### src/rtl/regfile_ctrl_pkg.sv
// Shared types and sizes for the register-file micro-op sequencer.
package regfile_ctrl_pkg;

  localparam int DATA_W = 16;
  localparam int ADDR_W = 3;
  localparam int IMM_W  = 8;

  typedef enum logic [1:0] {
    OP_MOVI = 2'b00,
    OP_MOV  = 2'b01,
    OP_ADD  = 2'b10,
    OP_AND  = 2'b11
  } op_e;

  typedef enum logic [2:0] {
    S_IDLE   = 3'd0,
    S_READ_A = 3'd1,
    S_READ_B = 3'd2,
    S_EXEC   = 3'd3,
    S_WRITE  = 3'd4
  } state_e;

endpackage

### src/rtl/regfile_ctrl_alu.sv
// Combinational result/flag unit for MOVI/MOV/ADD/AND.
module rf_alu #(
  parameter int DW = 16
) (
  input  logic [1:0]    i_op,
  input  logic [DW-1:0] i_a,
  input  logic [DW-1:0] i_b,
  input  logic [7:0]    i_imm,
  output logic [DW-1:0] o_c,
  output logic          o_n,
  output logic          o_z,
  output logic          o_v
);
  import regfile_ctrl_pkg::*;

  logic [DW-1:0] w_sum;
  logic          w_is_add;

  assign w_sum    = i_a + i_b;
  assign w_is_add = (op_e'(i_op) == OP_ADD);

  always_comb begin
    o_c = '0;
    case (op_e'(i_op))
      OP_MOVI: o_c = {{(DW-8){i_imm[7]}}, i_imm};
      OP_MOV:  o_c = i_a;
      OP_ADD:  o_c = w_sum;
      OP_AND:  o_c = i_a & i_b;
      default: o_c = '0;
    endcase
  end

  // Overflow only when both addends share a sign the sum does not.
  assign o_n = o_c[DW-1];
  assign o_z = (o_c == '0);
  assign o_v = w_is_add & (i_a[DW-1] == i_b[DW-1]) & (w_sum[DW-1] != i_a[DW-1]);

endmodule

### src/rtl/regfile_ctrl.sv
// Sequencer: latches one instruction, reads sources through the regfile read
// port, computes via rf_alu, then writes back and pulses done.
module regfile_ctrl #(
  parameter int DATA_W = regfile_ctrl_pkg::DATA_W,
  parameter int ADDR_W = regfile_ctrl_pkg::ADDR_W
) (
  input  logic              clk,
  input  logic              rst_n,
  input  logic              in_valid,
  output logic              in_ready,
  input  logic [1:0]        in_op,
  input  logic [ADDR_W-1:0] in_rd,
  input  logic [ADDR_W-1:0] in_rs,
  input  logic [ADDR_W-1:0] in_rt,
  input  logic [7:0]        in_imm,
  output logic [ADDR_W-1:0] rf_readnum,
  input  logic [DATA_W-1:0] rf_data_out,
  output logic [ADDR_W-1:0] rf_writenum,
  output logic              rf_write,
  output logic [DATA_W-1:0] rf_data_in,
  output logic              done,
  output logic [2:0]        flags
);
  import regfile_ctrl_pkg::*;

  state_e            r_state, w_next;
  op_e               r_op;
  logic [ADDR_W-1:0] r_rd, r_rs, r_rt;
  logic [7:0]        r_imm;
  logic [DATA_W-1:0] r_a, r_b, r_c;
  logic [2:0]        r_flags;

  logic              w_xfer;
  logic [DATA_W-1:0] w_c;
  logic              w_n, w_z, w_v;

  assign w_xfer = in_valid & (r_state == S_IDLE);

  rf_alu #(.DW(DATA_W)) u_alu (
    .i_op  (r_op),
    .i_a   (r_a),
    .i_b   (r_b),
    .i_imm (r_imm),
    .o_c   (w_c),
    .o_n   (w_n),
    .o_z   (w_z),
    .o_v   (w_v)
  );

  always_ff @(posedge clk or negedge rst_n) begin
    if (!rst_n) r_state <= S_IDLE;
    else        r_state <= w_next;
  end

  always_comb begin
    w_next = r_state;
    case (r_state)
      S_IDLE:   if (in_valid) w_next = (op_e'(in_op) == OP_MOVI) ? S_EXEC : S_READ_A;
      S_READ_A: w_next = (r_op == OP_MOV) ? S_EXEC : S_READ_B;
      S_READ_B: w_next = S_EXEC;
      S_EXEC:   w_next = S_WRITE;
      S_WRITE:  w_next = S_IDLE;
      default:  w_next = S_IDLE;
    endcase
  end

  // rf_write/done are also gated by rst_n so a reset drops them combinationally.
  always_comb begin
    in_ready    = (r_state == S_IDLE);
    rf_readnum  = '0;
    rf_write    = 1'b0;
    rf_writenum = '0;
    rf_data_in  = '0;
    done        = 1'b0;
    case (r_state)
      S_READ_A: rf_readnum = r_rs;
      S_READ_B: rf_readnum = r_rt;
      S_WRITE: begin
        rf_write    = rst_n;
        rf_writenum = r_rd;
        rf_data_in  = r_c;
        done        = rst_n;
      end
      default: ;
    endcase
  end

  assign flags = r_flags;

  always_ff @(posedge clk or negedge rst_n) begin
    if (!rst_n) begin
      r_op    <= OP_MOVI;
      r_rd    <= '0;
      r_rs    <= '0;
      r_rt    <= '0;
      r_imm   <= '0;
      r_a     <= '0;
      r_b     <= '0;
      r_c     <= '0;
      r_flags <= '0;
    end else begin
      if (w_xfer) begin
        r_op  <= op_e'(in_op);
        r_rd  <= in_rd;
        r_rs  <= in_rs;
        r_rt  <= in_rt;
        r_imm <= in_imm;
      end
      if (r_state == S_READ_A) r_a <= rf_data_out;
      if (r_state == S_READ_B) r_b <= rf_data_out;
      if (r_state == S_EXEC) begin
        r_c     <= w_c;
        r_flags <= {w_n, w_z, w_v};
      end
    end
  end

endmodule

### config.mk
export PLATFORM = sky130hd
export DESIGN_NAME = regfile_ctrl
export DESIGN_NICKNAME = d
export VERILOG_FILES = /design/src/rtl/regfile_ctrl_pkg.sv /design/src/rtl/regfile_ctrl_alu.sv /design/src/rtl/regfile_ctrl.sv
export SDC_FILE = /design/constraint.sdc
export NUM_CORES = 1
export LEC_CHECK = 0
export CAP_MARGIN = 20
export CORE_ASPECT_RATIO = 0.5
export CORE_MARGIN = 1.5
export CORE_UTILIZATION = 47
export CTS_CLUSTER_DIAMETER = 50
export DETAILED_ROUTE_END_ITERATION = 10
export PLACE_DENSITY = 0.79
export SETUP_SLACK_MARGIN = 0.5
export SYNTH_ARGS = -nofsm -noshare
export SYNTH_HDL_FRONTEND = slang
export SYNTH_HIERARCHICAL = 1
export SYNTH_SLANG_ARGS = --single-unit
### constraint.sdc
create_clock -name clk -period 3.6 [get_ports clk]
set_input_delay 0.9 -clock clk [delete_from_list [all_inputs] [get_ports clk]]
set_output_delay 0.9 -clock clk [all_outputs]
set_load 0.02 [all_outputs]
==> qor.txt <==
Async S/R FF share, synth -> 100%
Final WS setup -> 0.570 ns
Clk pwr share -> 16.0%
Placer Congestion -> 0.843
Internal power -> 3.68 mW
Simple-gate share of the synthesized area -> 12.3%
Site row count -> 24
Port-buffer cells -> 65
DRC viols -> 0
Multi-input gate area -> 2370 um^2
Die outline area -> 9800 um^2
CTS Buffer Depth -> 2
Root Driver -> clkbuf_16
Post-DP HPWL -> 6600 um
H-tree depth -> 3
Worst-path clk slew -> 0.06 ns
Ratio of final minimum period to clock period -> 84.2%
Share of the synthesized area in the top cell type -> 42.3%
Total power draw -> 6.03 mW
DR vias/cell -> 5.73
Combinational power share -> 58.8%
TritonCTS clock tree -> yes
GRT Util Overall -> 20.2%
# setup viols final -> 0
Top FF cell, synth -> dfrtp_1
Mapped cell area -> 4320 um^2
CP required -> 3.87 ns
Slew @ Worst Pin -> 1.08 ns
Total routed wirelength -> 9320 um
Post-synthesis xor/xnor area fraction -> 1.83%
Gr ovfl total -> 0
RSZ-0062 raised after global routing -> true
Worst setup EP type -> flip-flop
Adder-Cell Fraction of Synth Area -> 5.10%
Final Hold Vio Count -> 0
Cts bufs inserted -> 9
Leakage -> 2.28 nW
ANT cells -> 0
Yosys reg bits -> 73
Clock latency on the worst-skew pair -> 0.34 ns
1st-pass router iterations -> 5
IO Count -> 66
Max Slew Vio Count -> 0
Sw frac -> 39.0%
Yosys warns -> 6
Net switching power -> 2.35 mW
Initial core utilization -> 49.0%
CTS Hold Bufs -> 0
Mapped Cells -> 352
Setup TNS -> 0 ns
Largest net degree at the start of global routing -> 54
HP Class -> reg2reg
Yosys top cell by area -> dfrtp_1
Core box area -> 8800 um^2
Chip height -> 70.8 um
CTS Sinks -> 73
CP max FO -> 4
Sequential Area -> 1830 um^2
Crit path kind -> reg2reg
Antenna Nets Post-Route -> 0
Mux contribution to synthesized area -> 25.1%
Max Cap Viol -> 0
Netlist cell types -> 61
Fillers -> 700
Min Tclk post-route -> 3.03 ns
Clk_skew -> 0.00774 ns
Mean Syn Cell Area -> 12.3 um^2
DR iter-0 viols -> 276
Arr. time, crit path -> 3.30 ns
Vias -> 3106
Leading post-synthesis cells by cell area -> dfrtp_1 (42%), mux2_2 (20%), ha_1 (4.6%)
Sequential area share after synthesis -> 42.3%
Startpoint types -> flip-flop
Die Wd -> 139 um
Compound-Gate Fraction of Synth Area -> 9.65%
Worst IR Drop VDD -> 490 uV
FMAX -> 330 MHz
Share of cells above drive strength 1 -> 30.6%
Post-route core utilization -> 61.7%
Worst Hold Slack -> 0.493 ns
Worst slack at placement -> 0.462 ns
Cell Pwr Density -> 1110 nW/um^2
Routed WL per cell -> 17.2 um
Syn_nets -> 407
First-pass GRT wire length -> 15500 um
Initial antenna violation count -> 0
Status -> completed
Relative slew margins -> 27.8%
Reg power frac -> 25.2%
Main combinational cell family by area after synthesis -> multiplexers
Vias in the first global route -> 3091
# nets final -> 475
Post-synth EDFFs -> 0
Synthesis-to-layout area growth -> 25.7%
[stage by stage]
stage | area (um^2) | cells
5_1_grt | 5430 | 542
3_3_place_gp | 5050 | 525
6_report | 5430 | 542
4_1_cts | 5390 | 541
3_5_place_dp | 5050 | 525
2_1_floorplan | 4320 | 352
[state kept, by name (all words and copies together), names as in the netlist]
register / flops
r_a: 16
r_rd: 3
r_rt: 3
r_rs: 3
r_b: 16
r_state: 3
r_c: 16
r_imm: 8
r_op: 2
flags: 3
[power by group through the flow]
stage / Clock, mW / Combinational (mW) / Sequential, mW
2_1_floorplan: 0 / 2.73 / 1.45
3_3_place_gp: 0 / 3.37 / 1.51
3_5_place_dp: 0 / 3.43 / 1.53
4_1_cts: 0.989 / 3.47 / 1.52
5_1_grt: 1.02 / 3.85 / 1.57
6_report: 0.964 / 3.55 / 1.52
[cells in the final DEF, fill, tap and decap left out, types with 3 or more instances in the layout]
cell type	instances
nor3_1	3
nand3b_1	7
mux2i_1	6
clkbuf_16	9
o21ai_0	6
dfrtp_1	73
nand2_1	15
ha_1	15
o21ai_1	3
and2_1	22
mux4_2	3
clkinvlp_4	3
a21o_1	9
clkdlybuf4s50_1	64
nand2b_1	5
buf_4	12
nand4_1	3
mux4_1	3
nand3_1	3
xnor2_1	7
inv_1	4
mux2_2	77
nor2_1	10
a21oi_1	9
[routing by layer]
| layer | up-vias | wire (um) | global-route usage (%) |
|---|---|---|---|
| met5 | - | 0 | 0 |
| met4 | 0 | 81 | 7.13 |
| met3 | 7 | 464 | 4.47 |
| met2 | 91 | 4410 | 32.7 |
| met1 | 1566 | 4360 | 27.1 |
| li1 | 1442 | - | - |
[cell families after synthesis]
logic type | count (synthesis)
compound gates | 55
xor+xnor | 9
fa+ha+maj | 17
buf+inv | 24
flops | 73
mux | 90
simple gates | 84
[critical path: stages (launching register included)]
cell and delay, ns:
dfrtp_1 0.41, ha_4 0.19, fa_2 0.39, xor2_1 0.17, mux4_2 0.47, or3_4 0.38
a2111o_1 0.30, nor3_2 0.13, nand4bb_1 0.13, nor4_2 0.22, mux2_4 0.18
[Yosys cell counts, types with 2 or more instances]
cell,number
mux2_2,78
dfrtp_1,73
and2_1,22
ha_1,16
nand2_1,15
nor2_1,10
a21o_1,9
a21oi_1,9
nand3b_1,7
o21ai_0,7
xnor2_1,7
clkbuf_1,6
mux2i_1,6
buf_4,5
nand2b_1,5
buf_2,4
inv_1,4
a211oi_1,3
clkbuf_8,3
mux4_1,3
mux4_2,3
nand3_1,3
nand4_1,3
nor3_1,3
a2111oi_0,2
a221o_1,2
a31oi_1,2
and2b_2,2
buf_6,2
nor3b_1,2
nor3b_4,2
o211ai_1,2
o21ai_1,2
o21bai_1,2
xor2_1,2
[path summary, 6_finish.rpt]
check / depth (start not counted) / to / from / slack, ns
max: 10 / flags[1]$_DFFE_PN0P_ / r_b[0]$_DFFE_PN0N_ / 0.57
min: 1 / r_c[13]$_DFFE_PN0P_ / r_c[13]$_DFFE_PN0P_ / 0.49
max reg2reg: 10 / flags[1]$_DFFE_PN0P_ / r_b[0]$_DFFE_PN0N_ / 0.57
min reg2reg: 1 / r_c[13]$_DFFE_PN0P_ / r_c[13]$_DFFE_PN0P_ / 0.49
max in group asynchronous: 3 / r_b[5]$_DFFE_PN0N_ / rst_n / 2.02
min in group asynchronous: 2 / r_b[12]$_DFFE_PN0N_ / rst_n / 0.61
[cell type report]
type                    count  share of cell area (%)
multi-input cells         255                    43.7
flip-flops and latches     73                    33.7
inverters                   4                   0.277
clock buffers              10                    4.40
clock inverters             6                    1.68
well taps                 117                    2.70
repair buffers             77                    13.6
[repair_timing]
action / CTS / global route
setup endpoints to repair: 18 / 3
resized for setup: 2 / 6
buffers inserted: 0 / 1
endpoints found under the hold margin: 0 / 0
pin swaps: 0 / 3
Power figures use the tool's default switching activity.
